==> config.mk <==
export PLATFORM = sky130hd
export DESIGN_NAME = arm_mmio_timer
export DESIGN_NICKNAME = d
export VERILOG_FILES = /design/src/rtl/arm_mmio_timer_pkg.sv /design/src/rtl/arm_timer_prescaler.sv /design/src/rtl/arm_mmio_timer.sv
export SDC_FILE = /design/constraint.sdc
export NUM_CORES = 1
export LEC_CHECK = 0
export CORE_MARGIN = 1
export CORE_UTILIZATION = 70
export DETAILED_ROUTE_END_ITERATION = 6
export DONT_BUFFER_PORTS = 1
export GPL_TIMING_DRIVEN = 0
export PLACE_DENSITY = 0.86
export SLEW_MARGIN = 0
export SYNTH_ARGS = -nofsm -noshare
export SYNTH_HDL_FRONTEND = slang
export SYNTH_SLANG_ARGS = --single-unit
==> constraint.sdc <==
create_clock -name i_CLK -period 5.1 [get_ports i_CLK]
set_input_delay 0.255 -clock i_CLK [delete_from_list [all_inputs] [get_ports i_CLK]]
set_output_delay 0.255 -clock i_CLK [all_outputs]
set_load 0.05 [all_outputs]
==> src/rtl/arm_mmio_timer_pkg.sv <==
// Shared constants for the memory-mapped down-counting timer: register
// byte offsets inside the 32-byte window and CTRL bit positions.
package arm_mmio_timer_pkg;

    // Size of the responder window in bytes and the address bit where it starts
    localparam int unsigned WINDOW_BYTES = 32;
    localparam int unsigned WINDOW_LSB   = $clog2(WINDOW_BYTES);

    // Register byte offsets (bits [1:0] of the bus address are ignored)
    localparam logic [4:0] CTRL_OFF     = 5'h00;
    localparam logic [4:0] LOAD_OFF     = 5'h04;
    localparam logic [4:0] COUNT_OFF    = 5'h08;
    localparam logic [4:0] STATUS_OFF   = 5'h0C;
    localparam logic [4:0] PRESCALE_OFF = 5'h10;

    // CTRL register bit positions
    localparam int unsigned CTRL_EN_BIT     = 0;
    localparam int unsigned CTRL_AUTO_BIT   = 1;
    localparam int unsigned CTRL_IRQ_EN_BIT = 2;

    // STATUS register bit positions
    localparam int unsigned STATUS_EXPIRED_BIT = 0;

    // Prescaler counter width
    localparam int unsigned PRESCALE_W = 16;

endpackage

==> src/rtl/arm_timer_prescaler.sv <==
// Prescaler for the MMIO timer: counts enabled cycles and emits a one-cycle
// tick every PRESCALE+1 enabled cycles. A clear restarts the phase at 0.
module arm_timer_prescaler
    import arm_mmio_timer_pkg::*;
(
    input  logic                  clk_i,
    input  logic                  rst_n_i,
    input  logic                  enable_i,
    input  logic                  clear_i,
    input  logic [PRESCALE_W-1:0] prescale_i,
    output logic                  tick_o
);

    logic [PRESCALE_W-1:0] pcnt_q;
    logic [PRESCALE_W-1:0] pcnt_d;

    // Tick fires in the cycle where the phase counter reaches the prescale value
    assign tick_o = enable_i && (pcnt_q == prescale_i);

    // Next phase: clear wins, otherwise wrap on tick or advance while enabled
    always_comb begin
        pcnt_d = pcnt_q;
        if (clear_i) begin
            pcnt_d = {PRESCALE_W{1'b0}};
        end else if (enable_i) begin
            if (tick_o) begin
                pcnt_d = {PRESCALE_W{1'b0}};
            end else begin
                pcnt_d = pcnt_q + {{(PRESCALE_W-1){1'b0}}, 1'b1};
            end
        end else begin
            pcnt_d = pcnt_q;
        end
    end

    // Phase counter register
    always_ff @(posedge clk_i or negedge rst_n_i) begin
        if (!rst_n_i) begin
            pcnt_q <= {PRESCALE_W{1'b0}};
        end else begin
            pcnt_q <= pcnt_d;
        end
    end

endmodule

==> src/rtl/arm_mmio_timer.sv <==
// Memory-mapped down-counting timer responding on the CPU's single-master
// bus. Combinational reads, writes commit on the rising edge, level IRQ on
// expiry gated by IRQ_EN.
module arm_mmio_timer
    import arm_mmio_timer_pkg::*;
#(
    parameter int unsigned          BusWidth = 32,
    parameter logic [BusWidth-1:0]  BaseAddr = 32'hFFFF_0000
) (
    input  logic                i_CLK,
    input  logic                i_NRESET,
    input  logic                i_MemWrite,
    input  logic [BusWidth-1:0] i_Address,
    input  logic [BusWidth-1:0] i_WriteData,
    output logic [BusWidth-1:0] o_ReadData,
    output logic                o_Select,
    output logic                o_IRQ
);

    // Register state
    logic                  en_q,       en_d;
    logic                  auto_q,     auto_d;
    logic                  irq_en_q,   irq_en_d;
    logic [BusWidth-1:0]   load_q,     load_d;
    logic [BusWidth-1:0]   count_q,    count_d;
    logic                  expired_q,  expired_d;
    logic [PRESCALE_W-1:0] prescale_q, prescale_d;
    logic                  irq_q,      irq_d;

    // Decode and event signals
    logic                  hit_s;
    logic [4:0]            offset_s;
    logic                  wr_s;
    logic                  wr_ctrl_s;
    logic                  wr_load_s;
    logic                  wr_count_s;
    logic                  wr_status_s;
    logic                  wr_prescale_s;
    logic                  tick_s;
    logic                  zero_s;
    logic                  expire_s;
    logic [BusWidth-1:0]   rdata_s;
    logic                  unused_addr_s;

    // Byte-lane bits of the address carry no meaning for word registers
    assign unused_addr_s = ^i_Address[1:0];

    assign hit_s    = (i_Address[BusWidth-1:WINDOW_LSB] == BaseAddr[BusWidth-1:WINDOW_LSB]);
    assign offset_s = {i_Address[4:2], 2'b00};
    assign o_Select = hit_s;

    assign wr_s          = i_MemWrite & hit_s;
    assign wr_ctrl_s     = wr_s && (offset_s == CTRL_OFF);
    assign wr_load_s     = wr_s && (offset_s == LOAD_OFF);
    assign wr_count_s    = wr_s && (offset_s == COUNT_OFF);
    assign wr_status_s   = wr_s && (offset_s == STATUS_OFF);
    assign wr_prescale_s = wr_s && (offset_s == PRESCALE_OFF);

    // Any CTRL or PRESCALE write restarts the prescaler phase
    arm_timer_prescaler u_prescaler (
        .clk_i      (i_CLK),
        .rst_n_i    (i_NRESET),
        .enable_i   (en_q),
        .clear_i    (wr_ctrl_s | wr_prescale_s),
        .prescale_i (prescale_q),
        .tick_o     (tick_s)
    );

    assign zero_s   = (count_q == {BusWidth{1'b0}});
    assign expire_s = tick_s & zero_s;

    // Next-state for all registers; bus writes take priority over tick effects,
    // except that an expiry set beats a same-cycle write-1-clear of EXPIRED
    always_comb begin
        en_d       = en_q;
        auto_d     = auto_q;
        irq_en_d   = irq_en_q;
        load_d     = load_q;
        count_d    = count_q;
        expired_d  = expired_q;
        prescale_d = prescale_q;

        if (wr_ctrl_s) begin
            en_d     = i_WriteData[CTRL_EN_BIT];
            auto_d   = i_WriteData[CTRL_AUTO_BIT];
            irq_en_d = i_WriteData[CTRL_IRQ_EN_BIT];
        end else if (expire_s && !auto_q) begin
            en_d = 1'b0;
        end else begin
            en_d = en_q;
        end

        if (wr_load_s) begin
            load_d = i_WriteData;
        end else begin
            load_d = load_q;
        end

        if (wr_prescale_s) begin
            prescale_d = i_WriteData[PRESCALE_W-1:0];
        end else begin
            prescale_d = prescale_q;
        end

        if (wr_count_s) begin
            count_d = i_WriteData;
        end else if (tick_s) begin
            if (!zero_s) begin
                count_d = count_q - {{(BusWidth-1){1'b0}}, 1'b1};
            end else if (auto_q) begin
                count_d = load_q;
            end else begin
                count_d = count_q;
            end
        end else begin
            count_d = count_q;
        end

        if (expire_s) begin
            expired_d = 1'b1;
        end else if (wr_status_s && i_WriteData[STATUS_EXPIRED_BIT]) begin
            expired_d = 1'b0;
        end else begin
            expired_d = expired_q;
        end
    end

    // Interrupt is registered from next-state so it tracks EXPIRED & IRQ_EN exactly
    assign irq_d = expired_d & irq_en_d;

    // Register file, cleared asynchronously by reset
    always_ff @(posedge i_CLK or negedge i_NRESET) begin
        if (!i_NRESET) begin
            en_q       <= 1'b0;
            auto_q     <= 1'b0;
            irq_en_q   <= 1'b0;
            load_q     <= {BusWidth{1'b0}};
            count_q    <= {BusWidth{1'b0}};
            expired_q  <= 1'b0;
            prescale_q <= {PRESCALE_W{1'b0}};
            irq_q      <= 1'b0;
        end else begin
            en_q       <= en_d;
            auto_q     <= auto_d;
            irq_en_q   <= irq_en_d;
            load_q     <= load_d;
            count_q    <= count_d;
            expired_q  <= expired_d;
            prescale_q <= prescale_d;
            irq_q      <= irq_d;
        end
    end

    // Combinational read mux; unmapped offsets and misses return zero
    always_comb begin
        rdata_s = {BusWidth{1'b0}};
        if (hit_s) begin
            case (offset_s)
                CTRL_OFF: begin
                    rdata_s[CTRL_EN_BIT]     = en_q;
                    rdata_s[CTRL_AUTO_BIT]   = auto_q;
                    rdata_s[CTRL_IRQ_EN_BIT] = irq_en_q;
                end
                LOAD_OFF:     rdata_s = load_q;
                COUNT_OFF:    rdata_s = count_q;
                STATUS_OFF:   rdata_s[STATUS_EXPIRED_BIT] = expired_q;
                PRESCALE_OFF: rdata_s[PRESCALE_W-1:0] = prescale_q;
                default:      rdata_s = {BusWidth{1'b0}};
            endcase
        end else begin
            rdata_s = {BusWidth{1'b0}};
        end
    end

    assign o_ReadData = rdata_s;
    assign o_IRQ      = irq_q;

endmodule

-- After elaboration in Yosys (flattened, before gate mapping)
Index checks and enable logic that the tools add are counted.
- input bits: 67
- flip-flop bits (word level): 101
- reductions and logical operators: 15
- eq/ne operators: 7
- bitwise logic cells: 4
- add/sub/neg operators: 2
- mux-type cells: 17
- operator list (kind ; number):
    $mux 32 ; 5
    $mux 16 ; 3
    $pmux 13 s3 ; 1
    $logic_not 32->1 ; 1
    $pmux 16 s2 ; 1
    $sub 32x1->32 const B ; 1
    $eq 27x27->1 const B ; 1
    $add 16x1->16 const B ; 1
    $eq 16x16->1 ; 1
    $logic_and 1x1->1 ; 8
    $pmux 2 s4 ; 1
    $eq 3x2->1 const B ; 2
    $reduce_bool 2->1 ; 3
    $logic_not 5->1 ; 1
    $mux 1 ; 5
    $pmux 1 s5 ; 1
    $and 1x1->1 ; 3
    $eq 3x1->1 const B ; 1
    $eq 3x3->1 const B ; 1
    $ne 3x3->1 const B ; 1
    $reduce_and 2->1 ; 1
    $logic_not 1->1 ; 1
    $or 1x1->1 ; 1

-- Longest topological paths before layout
- depth in word-level cells: 7
- gate-level depth with buffers: 10
- mapped depth without buffers: 8

-- By module
From an unflattened synthesis, not the netlist that was laid out.
- cells, all modules: 702
- area, all modules: 6351.1 um2
- modules (own cells, without submodules) (module ; cells an instance ; instances ; area an instance (um2) ; sequential area each (um2)):
    arm_mmio_timer ; 580 ; 1 ; 5263.8 ; 2127.0
    arm_timer_prescaler ; 122 ; 1 ; 1087.3 ; 400.4

-- Worst setup path after synthesis
No wires, ideal clock.
- path type: flip-flop to flip-flop
- start: register count_q[15]
- end: register count_q[6]
- buffers on the path: 2
- arrival time: 2704 ps
- cell stages (with the launch flop): 9
- data required time: 4974 ps
- setup slack: 2270 ps
- path through: dfrtp_1 > buf_6 > or4_4 > or4_4 > or4_4 > buf_6 > o32ai_4 > a211oi_1 > a221o_1
- longest elaborated chain between the ends: 4
- elaborated cells on any way between the ends: 6
- those cells by class: eq/ne: 1; mux: 3; reduce/logical: 2
- ends and longest elaborated chain (element ; line ; source):
    start: declaration ; arm_mmio_timer.sv:25 ; logic [BusWidth-1:0] count_q, count_d;
    start signal: assignment ; arm_mmio_timer.sv:138 ; count_q <= {BusWidth{1'b0}};
    start signal: assignment ; arm_mmio_timer.sv:147 ; count_q <= count_d;
    $logic_not 32->1 (*) ; arm_mmio_timer.sv:69 ; assign zero_s = (count_q == {BusWidth{1'b0}});
    $mux 32 ; arm_mmio_timer.sv:108 ; if (!zero_s) begin
    $mux 32 ; arm_mmio_timer.sv:107 ; end else if (tick_s) begin
    $mux 32 ; arm_mmio_timer.sv:105 ; if (wr_count_s) begin
Every way passes the cells marked *; elsewhere a longest branch is shown, timed or not. The select of a mux whose other input is x is not followed.
A chain may end at the register's enable or synchronous reset.

-- Final worst setup path
- start: register count_q[6]
- end: register count_q[21]
- longest elaborated chain between the ends: 4
- elaborated cells on any way between the ends: 7
- those cells by class: add/sub: 1; eq/ne: 1; mux: 3; reduce/logical: 2
- ends and longest elaborated chain (element ; line):
    $sub 32x1->32 or $logic_not 32->1 (tied branches) ; arm_mmio_timer.sv:109, arm_mmio_timer.sv:69
    $mux 32 ; arm_mmio_timer.sv:108
    $mux 32 ; arm_mmio_timer.sv:107
    $mux 32 ; arm_mmio_timer.sv:105
Several ways; a longest one is shown, not always the timed one. The select of a mux whose other input is x is not followed.

==> results by group <==
Status
  • Status: complete, but fails checks
  • Failing checks: DRC

Power and ir drop
  • P_sw: ~0.00034 W
  • Comb power frac: 0.034
  • Reg power frac: 0.577
  • Worst IR drop on VDD: about 0.21 mV
  • Overall power: 0.00139 W
  • Pint: around 0.0010 W
  • Power share of the clock group: 0.389
  • Leak Pwr: 2.67 nW
  • Pwr Density: 203 mW/mm^2
  • Net Sw Frac: 0.244

Clock network
  • Clk_lat worst skew: approximately 0.37 ns
  • Reg clk slew, reported paths: about 0.11 ns
  • TritonCTS clock tree: yes
  • Clock root buffer master: clkbuf_8
  • TritonCTS buffer count: 9
  • Post-CTS setup repair buffer count: 0
  • Clock sink count: 101
  • CTS H-tree depth: 3
  • CTS max path bufs: 2

Layout
  • N_diodes: 0
  • Final Instance Area: 0.00685 sq mm
  • Share of cells above drive strength 1: 0.134
  • Final-stage net count: roughly 800
  • Layout area overhead: 6.03%

Synthesis
  • Post-synthesis adder-cell area fraction: 0.00581
  • Ys Warns: 0
  • Post-synth EDFFs: 0
  • Synth Area in XOR/XNOR: 0.0638
  • Cell with the most instances after synthesis: nor2_1
  • Cell area after synthesis: around 0.0065 sq mm
  • Synth top cells by count: nor2_1, dfrtp_1, mux2_2, nand2_1, a21oi_1
  • Synth top area share: 0.391
  • Yosys top cell by area: dfrtp_1
  • Largest family of logic cells by synthesized area: simple AND/OR/NAND/NOR gates
  • Ys flop type: dfrtp_1
  • Synth Net Count: approximately 790
  • Proportion of synthesized area in mux cells: 0.0998
  • Simple-gate area share of the yosys netlist: 0.233
  • Syn_area_per_cell: between 9 and 10 sq um
  • Synthesized instance count: between 700 and 800
  • Yosys reg bits: 101
  • Asr flop ratio synth: 1.00
  • Yosys cell types: 69
  • Synth Area in Compound Gates: 0.168
  • Post-synthesis sequential area ratio: 0.391
  • Synth top area cells: dfrtp_1, mux2_2, nor2_1

Route
  • Total wire length: ~20000 microns
  • Detailed-route via count: about 6000
  • DRT Pass-1 Iters: 7
  • Residual DRC: 11
  • Antenna-violating nets left: 0
  • Vias/cell: between 7 and 8
  • DR WL/cell: 23.7 microns
  • Starting DRC count in detailed routing: between 600 and 700

Run
  • Max cap viols: 0

Placed design
  • Number of port buffers: 0
  • Hpwl dp: between 10000 and 15000 microns
  • Placer Congestion: 0.928
  • Post-Place Cell Area: about 0.0066 sq mm
  • Setup WS pre-CTS: around 1.2 ns

STA
  • RSZ-0062 raised after global routing: false
  • Tcrit/Tclk final: 0.723
  • Fmax: between 200 and 300 MHz
  • Setup ws final: ~1.4 ns
  • Slew Viols, Final: 0
  • Actual slew at the worst max-slew pin: about 1.2 ns
  • Rel. slew slack: 0.218
  • Fin crit period: approximately 3.7 ns
  • Finish-stage setup viols: 0
  • Worst Skew: around 0.012 ns
  • Fin. Hold Viols: 0
  • Final setup TNS: 0 ns

Floorplan
  • Die X: slightly below 100 microns
  • Ports: just over 100
  • Initial Util: 0.733
  • DIE AREA: roughly 0.0096 sq mm
  • Core box area: between 0.008 and 0.009 sq mm
  • Chip height: slightly below 100 microns
  • # rows: 34

GRT
  • Global-route wire length before repair: 31300 microns
  • Antenna violations before repair: 0
  • Largest net degree at the start of global routing: 102
  • GRT Overall Usage: 0.425
  • Grt total ovfl: 0
  • Vias in the first global route: 5876

Critical path
  • CP required: between 5 and 6 ns
  • Critical Path Sink Type: flip-flop
  • CP Class: reg2reg
  • Crit path max fanout: 10
  • CP Launch Type: flip-flop
  • CP startpoint: count_q[6]$_DFFE_PN0P_
  • Reg2reg start: count_q[6]$_DFFE_PN0P_
  • WP data arrival: 3.96 ns

Hold path
  • Hold Crit Start: i_WriteData[30]
  • Min-delay worst type: in2reg
## kinds of logic after synthesis
| logic type | after synthesis |
|---|---|
| adders and majority gates | 3 |
| AOI/OAI and AO/OA | 153 |
| and+or+nand+nor | 295 |
| muxes | 58 |
| xor gates and xnor gates | 47 |
| DFF | 101 |
| buffers and inverters | 58 |
## placed cells by master (no fill, tap or decap), types with 7 or more instances in the layout
master / instances
a21oi_1: 39
a22oi_1: 29
a31oi_1: 9
clkbuf_1: 37
clkbuf_8: 9
dfrtp_1: 101
inv_1: 8
mux2_2: 51
mux2i_1: 7
nand2_1: 41
nand3_1: 17
nand4_1: 13
nor2_1: 110
nor3_1: 25
nor4_1: 16
o21ai_0: 20
o2bb2ai_1: 14
o31ai_1: 8
or3_1: 16
xnor2_1: 30
xor2_1: 17
## critical path: stages (launching register included)
cell,delay (ns)
dfrtp_1,0.48
nor4_1,1.01
nand2_1,0.34
nor4_2,0.83
clkbuf_1,0.52
o21ai_0,0.18
a21oi_1,0.23
## layout make-up
| cell class | instances | area, sq um |
|---|---|---|
| multi-input cells | 556 | 3690 |
| flip-flops and latches | 101 | 2530 |
| fillers | 638 | 1960 |
| plain buffers | 49 | 213 |
| well taps | 108 | 135 |
| clock buffers | 9 | 124 |
| clock inverters | 7 | 81.3 |
| repair buffers | 2 | 37.5 |
| inverters | 9 | 33.8 |
## path summary, 6_finish.rpt
check | endpoint | slack (ns) | depth (start not counted)
max reg2reg | count_q[21]$_DFFE_PN0P_ | 1.41 | 6
max in group asynchronous | count_q[28]$_DFFE_PN0P_ | 4.13 | 2
max | count_q[21]$_DFFE_PN0P_ | 1.41 | 6
min | count_q[30]$_DFFE_PN0P_ | 0.006 | 2
min in group asynchronous | count_q[14]$_DFFE_PN0P_ | 0.50 | 2
min reg2reg | load_q[22]$_DFFE_PN0P_ | 0.54 | 1
## power by group through the flow
stage	Clock (W)	Combinational, W	Sequential (W)
after floorplan	0	0.0000204	0.000816
after global placement	0	0.0000273	0.000816
after detailed placement	0	0.0000278	0.000816
after CTS	0.000541	0.0000473	0.000800
after global routing	0.000566	0.0000531	0.000801
final	0.000539	0.0000477	0.000800
## metrics by stage
stage / hold slack, ns / util / cells
2_1_floorplan: -0.0406 / - / 715
3_3_place_gp: -0.0388 / 0.749 / 823
3_5_place_dp: -0.0385 / 0.749 / 823
4_1_cts: 0.00227 / 0.776 / 841
5_1_grt: 0.00635 / 0.777 / 841
6_report: 0.00627 / 0.777 / 841
## layer usage
layer	part of all wire	up-vias	track usage	routed length (microns)
met3	0.12	63	0.102	2430
met4	0.032	0	0.148	645
met2	0.46	466	0.676	9160
li1	-	2639	-	-
met5	0	-	0	0
met1	0.39	2972	0.572	7720
## state kept, by name, summed over array words and instances (netlist names)
signal and flops:
auto_q 1, count_q 32, irq_en_q 1, expired_q 1, prescale_q 16, u_prescaler.pcnt_q 16
o_IRQ 1, load_q 32, en_q 1
## repair_timing
| item | CTS | global route |
|---|---|---|
| resized for setup | 0 | 0 |
| endpoints found under the hold margin | 101 | 0 |
| hold buffers | 2 | 0 |
Note: power is estimated with default switching activity, not from simulation.
